## config.mk

```make
export PLATFORM = sky130hd
export DESIGN_NAME = alu_acc_ctrl
export DESIGN_NICKNAME = d
export VERILOG_FILES = /design/src/rtl/alu_acc_ctrl.sv
export SDC_FILE = /design/constraint.sdc
export NUM_CORES = 1
export LEC_CHECK = 0
export ABC_AREA = 0
export CORE_UTILIZATION = 38
export DETAILED_ROUTE_END_ITERATION = 6
export PLACE_DENSITY = 0.77
export SLEW_MARGIN = 20
export SYNTH_ARGS = -nofsm -noshare
export SYNTH_HDL_FRONTEND = slang
export SYNTH_SLANG_ARGS = --single-unit
```

## constraint.sdc

```tcl
create_clock -name clk -period 1.3 [get_ports clk]
set_input_delay 0.26 -clock clk [delete_from_list [all_inputs] [get_ports clk]]
set_output_delay 0.26 -clock clk [all_outputs]
set_load 0.02 [all_outputs]
```

## src/rtl/alu_acc_ctrl.sv

```systemverilog
// Accumulator command sequencer wrapped around an external combinational alu_8bit.
// One command per handshake: IDLE accepts, EXEC samples the ALU, RESP holds the result.
module alu_acc_ctrl #(
  parameter logic [7:0] ACC_RST = 8'h00
) (
  input  logic       clk,
  input  logic       rst_n,
  input  logic       cmd_valid,
  output logic       cmd_ready,
  input  logic [2:0] cmd_op,
  input  logic       cmd_load,
  input  logic [7:0] cmd_data,
  output logic [7:0] alu_a,
  output logic [7:0] alu_b,
  output logic [2:0] alu_op,
  input  logic [7:0] alu_y,
  input  logic       alu_cout,
  output logic       rsp_valid,
  input  logic       rsp_ready,
  output logic [7:0] rsp_data,
  output logic       rsp_c,
  output logic       rsp_z,
  output logic [7:0] acc
);

  localparam logic [2:0] OP_CMP  = 3'b110;
  localparam logic [2:0] OP_PASS = 3'b111;

  typedef enum logic [1:0] {
    IDLE = 2'd0,
    EXEC = 2'd1,
    RESP = 2'd2
  } state_t;

  // Valid/ready: a transfer happens on a rising edge where both valid and
  // ready are high; the sender holds its payload stable until then, and
  // ready never depends combinationally on valid (both flags are state decodes).
  state_t state;
  state_t state_next;

  logic [7:0] acc_q;
  logic [7:0] alu_b_q;
  logic [2:0] alu_op_q;
  logic       load_q;
  logic [7:0] rsp_data_q;
  logic       rsp_c_q;
  logic       rsp_z_q;

  logic       cmd_fire;
  logic       rsp_fire;
  logic [7:0] exec_result;
  logic       exec_carry;
  logic       acc_we;

  assign cmd_ready = (state == IDLE);
  assign rsp_valid = (state == RESP);
  assign cmd_fire  = cmd_valid && cmd_ready;
  assign rsp_fire  = rsp_valid && rsp_ready;

  always_ff @(posedge clk or negedge rst_n) begin
    if (!rst_n) begin
      state <= IDLE;
    end else begin
      state <= state_next;
    end
  end

  always_comb begin
    state_next = state;
    case (state)
      IDLE:    if (cmd_fire) state_next = EXEC;
      EXEC:    state_next = RESP;
      RESP:    if (rsp_fire) state_next = IDLE;
      default: state_next = IDLE;
    endcase
  end

  // ALU-facing operand registers only move on an accepted command.
  always_ff @(posedge clk or negedge rst_n) begin
    if (!rst_n) begin
      alu_b_q  <= 8'h00;
      alu_op_q <= OP_PASS;
      load_q   <= 1'b0;
    end else if (cmd_fire) begin
      alu_b_q  <= cmd_data;
      alu_op_q <= cmd_op;
      load_q   <= cmd_load;
    end
  end

  // A load reuses the registered operand B as the value, so cmd_data need
  // not be held past the handshake.
  always_comb begin
    exec_result = alu_y;
    exec_carry  = alu_cout;
    acc_we      = 1'b0;
    if (state == EXEC) begin
      if (load_q) begin
        exec_result = alu_b_q;
        exec_carry  = 1'b0;
        acc_we      = 1'b1;
      end else begin
        acc_we = (alu_op_q != OP_CMP);
      end
    end
  end

  always_ff @(posedge clk or negedge rst_n) begin
    if (!rst_n) begin
      acc_q <= ACC_RST;
    end else if (acc_we) begin
      acc_q <= exec_result;
    end
  end

  always_ff @(posedge clk or negedge rst_n) begin
    if (!rst_n) begin
      rsp_data_q <= 8'h00;
      rsp_c_q    <= 1'b0;
      rsp_z_q    <= 1'b0;
    end else if (state == EXEC) begin
      rsp_data_q <= exec_result;
      rsp_c_q    <= exec_carry;
      rsp_z_q    <= (exec_result == 8'h00);
    end
  end

  assign acc      = acc_q;
  assign alu_a    = acc_q;
  assign alu_b    = alu_b_q;
  assign alu_op   = alu_op_q;
  assign rsp_data = rsp_data_q;
  assign rsp_c    = rsp_c_q;
  assign rsp_z    = rsp_z_q;

endmodule

```

==> summary.md <==
| Metric | Value |
|---|---|
| Arr. time, crit path | `1590 ps` |
| FMAX | `702.3 MHz` |
| # setup viols final | `22` |
| Final worst slack | `-124.0 ps` |
| Synth top area cells | `dfrtp_1 49%, mux2_2 21%, mux2i_1 5.4%, dfstp_2 5.3%, buf_4 4.6%` |
| Crit path max fanout | `7` |
| DRT antenna net count | `0` |
| Die X | `64.41 um` |
| Leakage | `1.168 nW` |
| Hold slack | `338.8 ps` |
| Row count | `22` |
| Total Power | `6.404 mW` |
| Die area | `0.004149 mm^2` |
| Max-Cap Viols | `0` |
| Peak per-stage delay on the critical path | `430 ps` |
| R2R cell count | `5` |
| Synth Area in Adders | `0%` |
| Synthesized area per cell | `12.54 um^2` |
| Sequential element share of the synthesized area | `54.35%` |
| Mux contribution to synthesized area | `26.71%` |
| Tot GR Track Use | `20.97%` |
| H-tree Lvls | `2` |
| Reg clk slew, reported paths | `60 ps` |
| First-pass GRT wire length | `6354 um` |
| Crit-path cells | `buf_6 -> nor2_4 -> and2_4 -> buf_12 -> mux2_4` |
| Final nets | `224` |
| Mean routed wirelength per cell | `15.57 um` |
| EDFF count, synth | `0` |
| Placed inst area | `0.002327 mm^2` |
| Critical path's top delay family | `flip-flops` |
| # diodes | `0` |
| Largest net degree at the start of global routing | `33` |
| Worst setup EP type | `register` |
| Synth warnings | `0` |
| Synth Cell Area | `0.001480 mm^2` |
| RSZ-0062 raised after global routing | `yes` |
| I/O pins | `64` |
| Peak supply drop | `0.001614 V` |
| Clk buf depth | `2` |
| Final Instance Area | `0.002462 mm^2` |
| Vias in the first global route | `1250` |
| Remaining DRCs | `0` |
| Syn nets | `143` |
| P&R area growth vs syn | `66.36%` |
| Final HPWL DP | `2754 um` |
| Synth Instances | `118` |
| Die height | `64.41 um` |
| Cell taking the most area after synthesis | `dfrtp_1` |
| Most frequent cell after synthesis | `dfrtp_1` |
| CP required | `1470 ps` |
| Max stage delay cell, worst path | `dfrtp_1` |
| Failing checks | `negative setup slack` |
| Hold WC Path Type | `in -> async` |
| Stages on worst setup path | `5` |
| Commonest cells post-synth | `29 x dfrtp_1, 28 x mux2_2, 11 x nand2_1` |
| Final period utilization | `109.5%` |
| Initial antenna violation count | `0` |
| Total grt overflow | `0` |
| Via density | `4.798` |
| Final slew viol count | `0` |
| Pwr per Cell Area | `2601 mW/mm^2` |
| Compound-gate portion of the synthesized area | `3.888%` |
| Flops & latches, synth | `32` |
| Share of cells above drive strength 1 | `40.70%` |
| Largest family of logic cells by synthesized area | `multiplexers` |
| FFs w/ async S/R, synth | `100.0%` |
| Fin Clk Skew | `4.534 ps` |
| Iter 0 DRT Violations | `27` |
| DRT Pass-1 Iters | `4` |
| Fill count | `289` |
| Clock latency on the worst-skew pair | `280 ps` |
| Layout Cells excl Fill | `247` |
| Clk sinks | `32` |
| Most used DFF post-synth | `dfrtp_1` |
| Crit Path Class | `reg -> reg` |
| Fin crit period | `1424 ps` |
| Starting density of the core | `40.13%` |
| Final Hold Viols | `0` |
| Final core utilization | `66.76%` |
| Sequential cell area | `807.0 um^2` |
| Outcome | `finished, violations left` |
| TritonCTS clock tree | `built` |
| Top cell type's share of synthesized area | `49.03%` |
| Yosys cell types | `20` |
| CP Launch Type | `register` |
| Routed WL | `3846 um` |
| Root Driver | `clkbuf_8` |
| Area occupied by multi-input gates | `686.9 um^2` |
| Gpl congestion | `0.8109` |
| TritonCTS Buffers | `5` |
| Dpl cells | `235` |
| Worst slew pin tran | `343.9 ps` |
| IO Port Bufs | `63` |
| Core footprint | `0.003689 mm^2` |
| XOR/XNOR share of the synthesized area | `0%` |
| Post-Synth Simple-Gate Area | `9.045%` |
| Vias | `1185` |
| Slew margin rel. | `76.86%` |
| Hold-fix buffers, CTS | `0` |
| Buf+Inv Stages, Crit Path | `2` |
==> placed cells by master, fill, tap and decap left out, types with 6 or more instances in the layout <==
cell / instances
buf_4: 16
buf_6: 7
clkdlybuf4s15_1: 6
clkdlybuf4s50_1: 24
dfrtp_1: 27
dlygate4sd2_1: 24
mux2_2: 16
mux2_4: 12
mux2i_1: 8
nand2_1: 11
o21ai_0: 10
==> logic make-up after synthesis <==
kind of cell / Yosys count
mux: 36
buf+inv: 14
simple gates: 25
compound gates: 11
flops: 32
==> final timing paths <==
path	slack [ps]	to	from
setup / recovery	-120	alu_b[2]	state[1]
hold / removal	340	alu_b[7]	rst_n
setup reg to reg	-120	alu_b[2]	state[1]
hold reg to reg	470	rsp_data[0]	rsp_data[0]
max in group asynchronous	730	alu_op[2]	rst_n
min in group clk	470	rsp_data[0]	rsp_data[0]
==> sequential cells by signal, summed over array words and instances (netlist names) <==
signal and count:
load_q 1, alu_op 3, state 2, rsp_c 1
acc 8, rsp_data 8, rsp_z 1, alu_b 8
==> routing by layer <==
metal	GRT usage (%)	part of all wire [%]
met1	25.88	43
met2	35.26	51
met3	5.986	4.7
met4	6.667	1.8
met5	0	0
==> what timing repair did <==
| item | in CTS | in global routing |
|---|---|---|
| pin swaps | 0 | 4 |
| setup buffers | 2 | 2 |
| resized for setup | 63 | 27 |
| endpoints found under the setup margin | 58 | 33 |
| gates cloned | 1 | 0 |
==> layout make-up <==
class	instances	share of cell area [%]
Inverter	1	0.1524
Clock buffer	6	2.947
Multi-Input combinational cell	72	27.90
Tap cell	48	2.439
Timing Repair Buffer	87	33.59
Sequential cell	32	32.77
Clock inverter	1	0.2033
==> power breakdown <==
part	internal (mW)	switching [mW]
Sequential	1.53	0.360
Clock	0.363	0.339
Combinational	1.96	1.85
Total	3.85	2.55
==> through the flow <==
stage               setup WS [ps]  TNS [ps]
finish                     -124.0     -2119
CTS                        -110.6     -1908
global route               -162.6     -2982
global placement           -189.8     -3825
floorplan                  -101.5     -1639
detailed placement         -219.3     -4388
No activity file was read; power rests on OpenSTA's default activity.
==> edit 1, RTL diff (config.mk and constraints unchanged) <==
Encoding of `state_t`: now one-hot (3 bits for 3 states).
--- a/src/rtl/alu_acc_ctrl.sv
+++ b/src/rtl/alu_acc_ctrl.sv
@@ -26,10 +26,10 @@
   localparam logic [2:0] OP_CMP  = 3'b110;
   localparam logic [2:0] OP_PASS = 3'b111;
 
-  typedef enum logic [1:0] {
-    IDLE = 2'd0,
-    EXEC = 2'd1,
-    RESP = 2'd2
+  typedef enum logic [2:0] {
+    IDLE = 3'b001,
+    EXEC = 3'b010,
+    RESP = 3'b100
   } state_t;
 
   // Valid/ready: a transfer happens on a rising edge where both valid and
Formal check against the unedited RTL: same outputs for any inputs over 10 cycles, from zero or initial values and one cycle with rst_n low; not proved beyond that.
==> edit 1 against the unedited design <==
  * The run still ends with negative setup slack left
  * Wire length is 3.2% higher
  * Final area is 3.8% higher
  * Critical path type unchanged
  * Power is 4.5% higher
  * Worst setup slack worse by 0.15 ns
  * Sequential share of layout area is 0.16 points lower
  * Synthesized cell count is 4.2% lower
  * Synthesized area is 0.59% higher
  * Largest power group unchanged
  * First-iteration DRC count is 52% higher
  * Sequential cell count is 1 higher
==> edit 1: results (changes against the unedited design) <==
Synthesis
  – Post-synthesis mux area share: 21.85% (-4.9 points)
  – Compound-Gate Fraction of Synth Area: 5.210% (+1.3 points)
  – Syn Nets: 138 (-3.5%)
  – Top post-synthesis cells by area: dfrtp_1 (49%), mux2_2 (9.1%), dfstp_2 (7.1%), mux2i_1 (6.7%), mux2_1 (6.1%)
  – Register area share after synthesis: 55.80% (+1.4 points)
  – Synth unique cells: 28 (+40%)
  – Avg Inst Size Synth: 13.18 um2 (+5.0%)
  – Synth cell count leaders: dfrtp_1 (29), mux2_2 (12), mux2i_1 (10)

Critical path
  – Worst stage delay on the critical path: 0.56 ns (+0.13 ns)
  – Worst-path maximum fanout: 5 (-2)
  – Crit path arrival time: 1.75 ns (+0.16 ns)
  – Worst setup path start: state[0]$_DFFE_PN1P_
  – Slowest CP cell: dfstp_2
  – Reg2Reg Depth: 4 (-1)

Detailed routing
  – Detail Route met3 WL: 201 um (+12%)
  – Vias: 1,222 (+3.1%)
  – Met2 WL: 2.094 mm (+7.1%)
  – DR iter-0 viols: 41 (+52%)
  – DR vias/cell: 4.908 (+2.3%)
  – Metal-1 WL: 1.625 mm (-0.85%)

STA
  – Final worst slack: -0.2784 ns (-0.1544 ns)
  – Final Skew: 0.001727 ns (-0.002807 ns)
  – Finish-stage setup viols: 34 (+55%)
  – Hold slack: 0.3362 ns (-0.002655 ns)

Power
  – Worst VDD drop: 0.001605 V (-0.59%)
  – Leak Pwr: 0.001179 uW (+0.94%)

Placed design
  – DP Cell Count: 232 (-1.3%)
  – Routability Congestion: 0.7556 (-6.8%)
  – Dpl hpwl: 2.797 mm (+1.6%)
  – Dpl ws: -0.4852 ns (-0.2659 ns)

Global routing
  – Global-route usage over all layers: 20.39% (-0.58 points)
  – Met3 usage in global routing: 4.754% (-1.2 points)
  – Pin count of the biggest net entering global routing: 34 (+3.0%)
  – Vias in the first global route: 1,262 (+0.96%)
  – First-pass GRT wire length: 6.216 mm (-2.2%)

Finish
  – Final nets: 225 (+0.45%)

Status
  – Status: finished with violations
  – Failing checks: negative setup slack
==> edit 1: cells by family after synthesis <==
family,Yosys count
AO/OA/AOI/OAI,12
buffers and inverters,18
flip-flops,33
AND/OR/NAND/NOR,20
multiplexers,30
==> edit 1: cell type report <==
class / count / area [um2]
fillers: 289 / 1161
repair buffers: 92 / 863.3
flip-flops and latches: 33 / 833.3
multi-input cells: 62 / 674.4
clock buffers: 7 / 96.34
well taps: 48 / 60.06
inverters: 6 / 22.52
clock inverters: 1 / 5.005
==> edit 1: timing repair <==
action	in CTS	in global routing
gates resized for setup	94	20
setup buffers	7	3
gates cloned	0	1
setup endpoints to repair	71	40
pin swaps	7	4
==> edit 1: report_power, final <==
| group | switching [uW] | internal, uW |
|---|---|---|
| combinational | 1870 | 2050 |
| clock | 369 | 478 |
| sequential | 355 | 1570 |
| total | 2600 | 4100 |
==> edit 1: worst register-to-register path, stage by stage (launching register included) <==
cell,delay (ns)
dfstp_2,0.56
nor3b_4,0.23
and2_4,0.23
clkbuf_16,0.16
mux2_4,0.29
==> edit 2, RTL diff (same settings) <==
Without the edit above. Make the reset (`rst_n`) synchronous in 4 clocked blocks.
--- a/src/rtl/alu_acc_ctrl.sv
+++ b/src/rtl/alu_acc_ctrl.sv
@@ -57,7 +57,7 @@
   assign cmd_fire  = cmd_valid && cmd_ready;
   assign rsp_fire  = rsp_valid && rsp_ready;
 
-  always_ff @(posedge clk or negedge rst_n) begin
+  always_ff @(posedge clk) begin
     if (!rst_n) begin
       state <= IDLE;
     end else begin
@@ -76,7 +76,7 @@
   end
 
   // ALU-facing operand registers only move on an accepted command.
-  always_ff @(posedge clk or negedge rst_n) begin
+  always_ff @(posedge clk) begin
     if (!rst_n) begin
       alu_b_q  <= 8'h00;
       alu_op_q <= OP_PASS;
@@ -105,7 +105,7 @@
     end
   end
 
-  always_ff @(posedge clk or negedge rst_n) begin
+  always_ff @(posedge clk) begin
     if (!rst_n) begin
       acc_q <= ACC_RST;
     end else if (acc_we) begin
@@ -113,7 +113,7 @@
     end
   end
 
-  always_ff @(posedge clk or negedge rst_n) begin
+  always_ff @(posedge clk) begin
     if (!rst_n) begin
       rsp_data_q <= 8'h00;
       rsp_c_q    <= 1'b0;
Formal check against the unedited RTL: differs if rst_n is asserted again (counterexample within 4 cycles, from zero or initial values and one cycle with rst_n low); with rst_n held inactive, the same outputs for 10 cycles.
==> edit 2 against the unedited design <==
  * Synthesized area stayed put
  * Worst setup slack improved by 0.17 ns
  * Wire length down 0.18%
  * Final area down 2.8%
  * Die area unchanged
  * Sequential cell count is the same
  * Final cell count up 21%
Power is not compared: it rests on default switching activity, and its combinational part moved more than twofold at a synthesized area within 25%.
==> edit 2: results (changes against the unedited design) <==
Detailed routing
  – DR top layer: met4
  – Metal-1 WL: 1.731 mm (+5.6%)
  – Remaining antenna violation count: 0 (unchanged)
  – Met2 WL: 1.832 mm (-6.3%)
  – Routed WL per cell: 12.84 um (-18%)
  – Drt pass-1 iters: 4 (unchanged)
  – DR iter-0 viols: 49 (+81%)
  – Detail Route met3 WL: 228 um (+27%)
  – Vias: 1,479 (+25%)

Synthesis
  – Top FF cell, synth: dfxtp_1
  – Register area share after synthesis: 43.28% (-11 points)
  – Synth cell count leaders: nand2_1 (42), dfxtp_1 (32), nand3_1 (21)
  – Asr flop ratio synth: 0% (-100 points)
  – Synth unique cells: 26 (+30%)
  – Syn Nets: 192 (+34%)
  – Top post-synthesis cells by area: dfxtp_1 (43%), o211a_1 (11%), nand2_1 (11%), nand3_1 (7.1%), buf_4 (6.1%)
  – Post-synthesis mux area share: 5.410% (-21 points)
  – Compound-Gate Fraction of Synth Area: 17.33% (+13 points)
  – Cells after Synth: 167 (+42%)
  – Xor/xnor cell area share of the yosys netlist: 0% (unchanged)

Critical path
  – Worst stage delay on the critical path: 0.37 ns (-0.06 ns)
  – WP data required: 1.04 ns (-0.43 ns)
  – Worst-path maximum fanout: 3 (-4)
  – Slowest CP cell: dfxtp_1
  – Reg2Reg Setup Slack: 0.07 ns (+0.19 ns)

Hold path
  – Worst hold path class: flop to flop

Finish
  – Share of cells above drive strength 1: 18.73% (-22 points)
  – Final nets: 275 (+23%)
  – Antenna Cells: 0 (unchanged)
  – Post-route insts no fill: 299 (+21%)
  – Fill cells: 365 (+26%)

STA
  – Worst slew margin: 79.32% (+2.5 points)
  – Final worst slack: 0.04159 ns (+0.1655 ns)
  – Final Skew: 0.008435 ns (+0.003901 ns)

Placed design
  – Dpl ws: -0.1447 ns (+0.07459 ns)
  – # port buffers: 63 (unchanged)
  – Routability Congestion: 0.8088 (-0.26%)
  – DP Cell Count: 289 (+23%)
  – Dpl hpwl: 2.891 mm (+5.0%)

Global routing
  – Met3 usage in global routing: 6.866% (+0.88 points)
  – Grt met1 use: 26.61% (+0.72 points)
  – GR Layer Usage met2: 33.82% (-1.4 points)
  – First-pass GRT wire length: 6.637 mm (+4.5%)
  – Pin count of the biggest net entering global routing: 29 (-12%)
  – Vias in the first global route: 1,400 (+12%)
  – Global-route usage over all layers: 21.03% (+0.060 points)

Power
  – Total Power: 2665 uW
  – Worst VDD drop: between 0.0005 and 0.0006 V
  – Leak Pwr: around 0.0013 uW

CTS
  – CTS Root Cell: clkbuf_8
  – TritonCTS Buffers: 5 (unchanged)
  – H-tree depth: 2 (unchanged)
  – CTS clk-pin slew, worst paths: ~0.070 ns
  – Clk buf depth: 2 (unchanged)

Status
  – Status: finished, final reports clean
-- edit 2: cell types whose count changed after synthesis, moves of 8 or more --
cell,unedited run,this run
nand3_1,0,21
a21boi_1,0,8
nand2_1,11,42
dfrtp_1,29,0
o211a_1,0,16
o21ai_0,10,0
dfxtp_1,0,32
mux2_2,28,0
-- edit 2: what timing repair did --
item / in CTS / in global routing
cloned: 1 / 0
pin swaps: 1 / 1
setup endpoints to repair: 41 / 13
buffers inserted: 1 / 0
gates resized for setup: 44 / 8
-- edit 2: through the flow --
| step | cell area (um2) | setup TNS (ns) | hold WS (ns) |
|---|---|---|---|
| after floorplan | 1480 | 0 | 0.3842 |
| after global placement | 2306 | -0.2227 | 0.4503 |
| after detailed placement | 2306 | -0.3596 | 0.4526 |
| after CTS | 2377 | 0 | 0.4596 |
| after global routing | 2394 | -0.03978 | 0.4790 |
| final | 2394 | 0 | 0.4538 |
-- edit 2: path summary, 6_finish.rpt --
path | start | to | cells past startpoint
worst min-delay path | rsp_c$_SDFFE_PN0N_ | rsp_c$_SDFFE_PN0N_ | 2
worst max-delay path | acc[0]$_SDFFE_PN0P_ | acc[0] | 1
worst min register to register | rsp_c$_SDFFE_PN0N_ | rsp_c$_SDFFE_PN0N_ | 2
worst max register to register | alu_op[0]$_SDFFE_PN1P_ | acc[7]$_SDFFE_PN0P_ | 4
-- edit 2: area by class of cell --
cell class                      instances  area (um2)  share of cell area (%)
Clock buffer                            6       72.57                   3.032
Clock inverter                          2       35.03                   1.464
Multi-Input combinational cell        117       739.5                   30.89
Sequential cell                        32       640.6                   26.76
Tap cell                               48       60.06                   2.509
Timing Repair Buffer                   94       845.8                   35.34
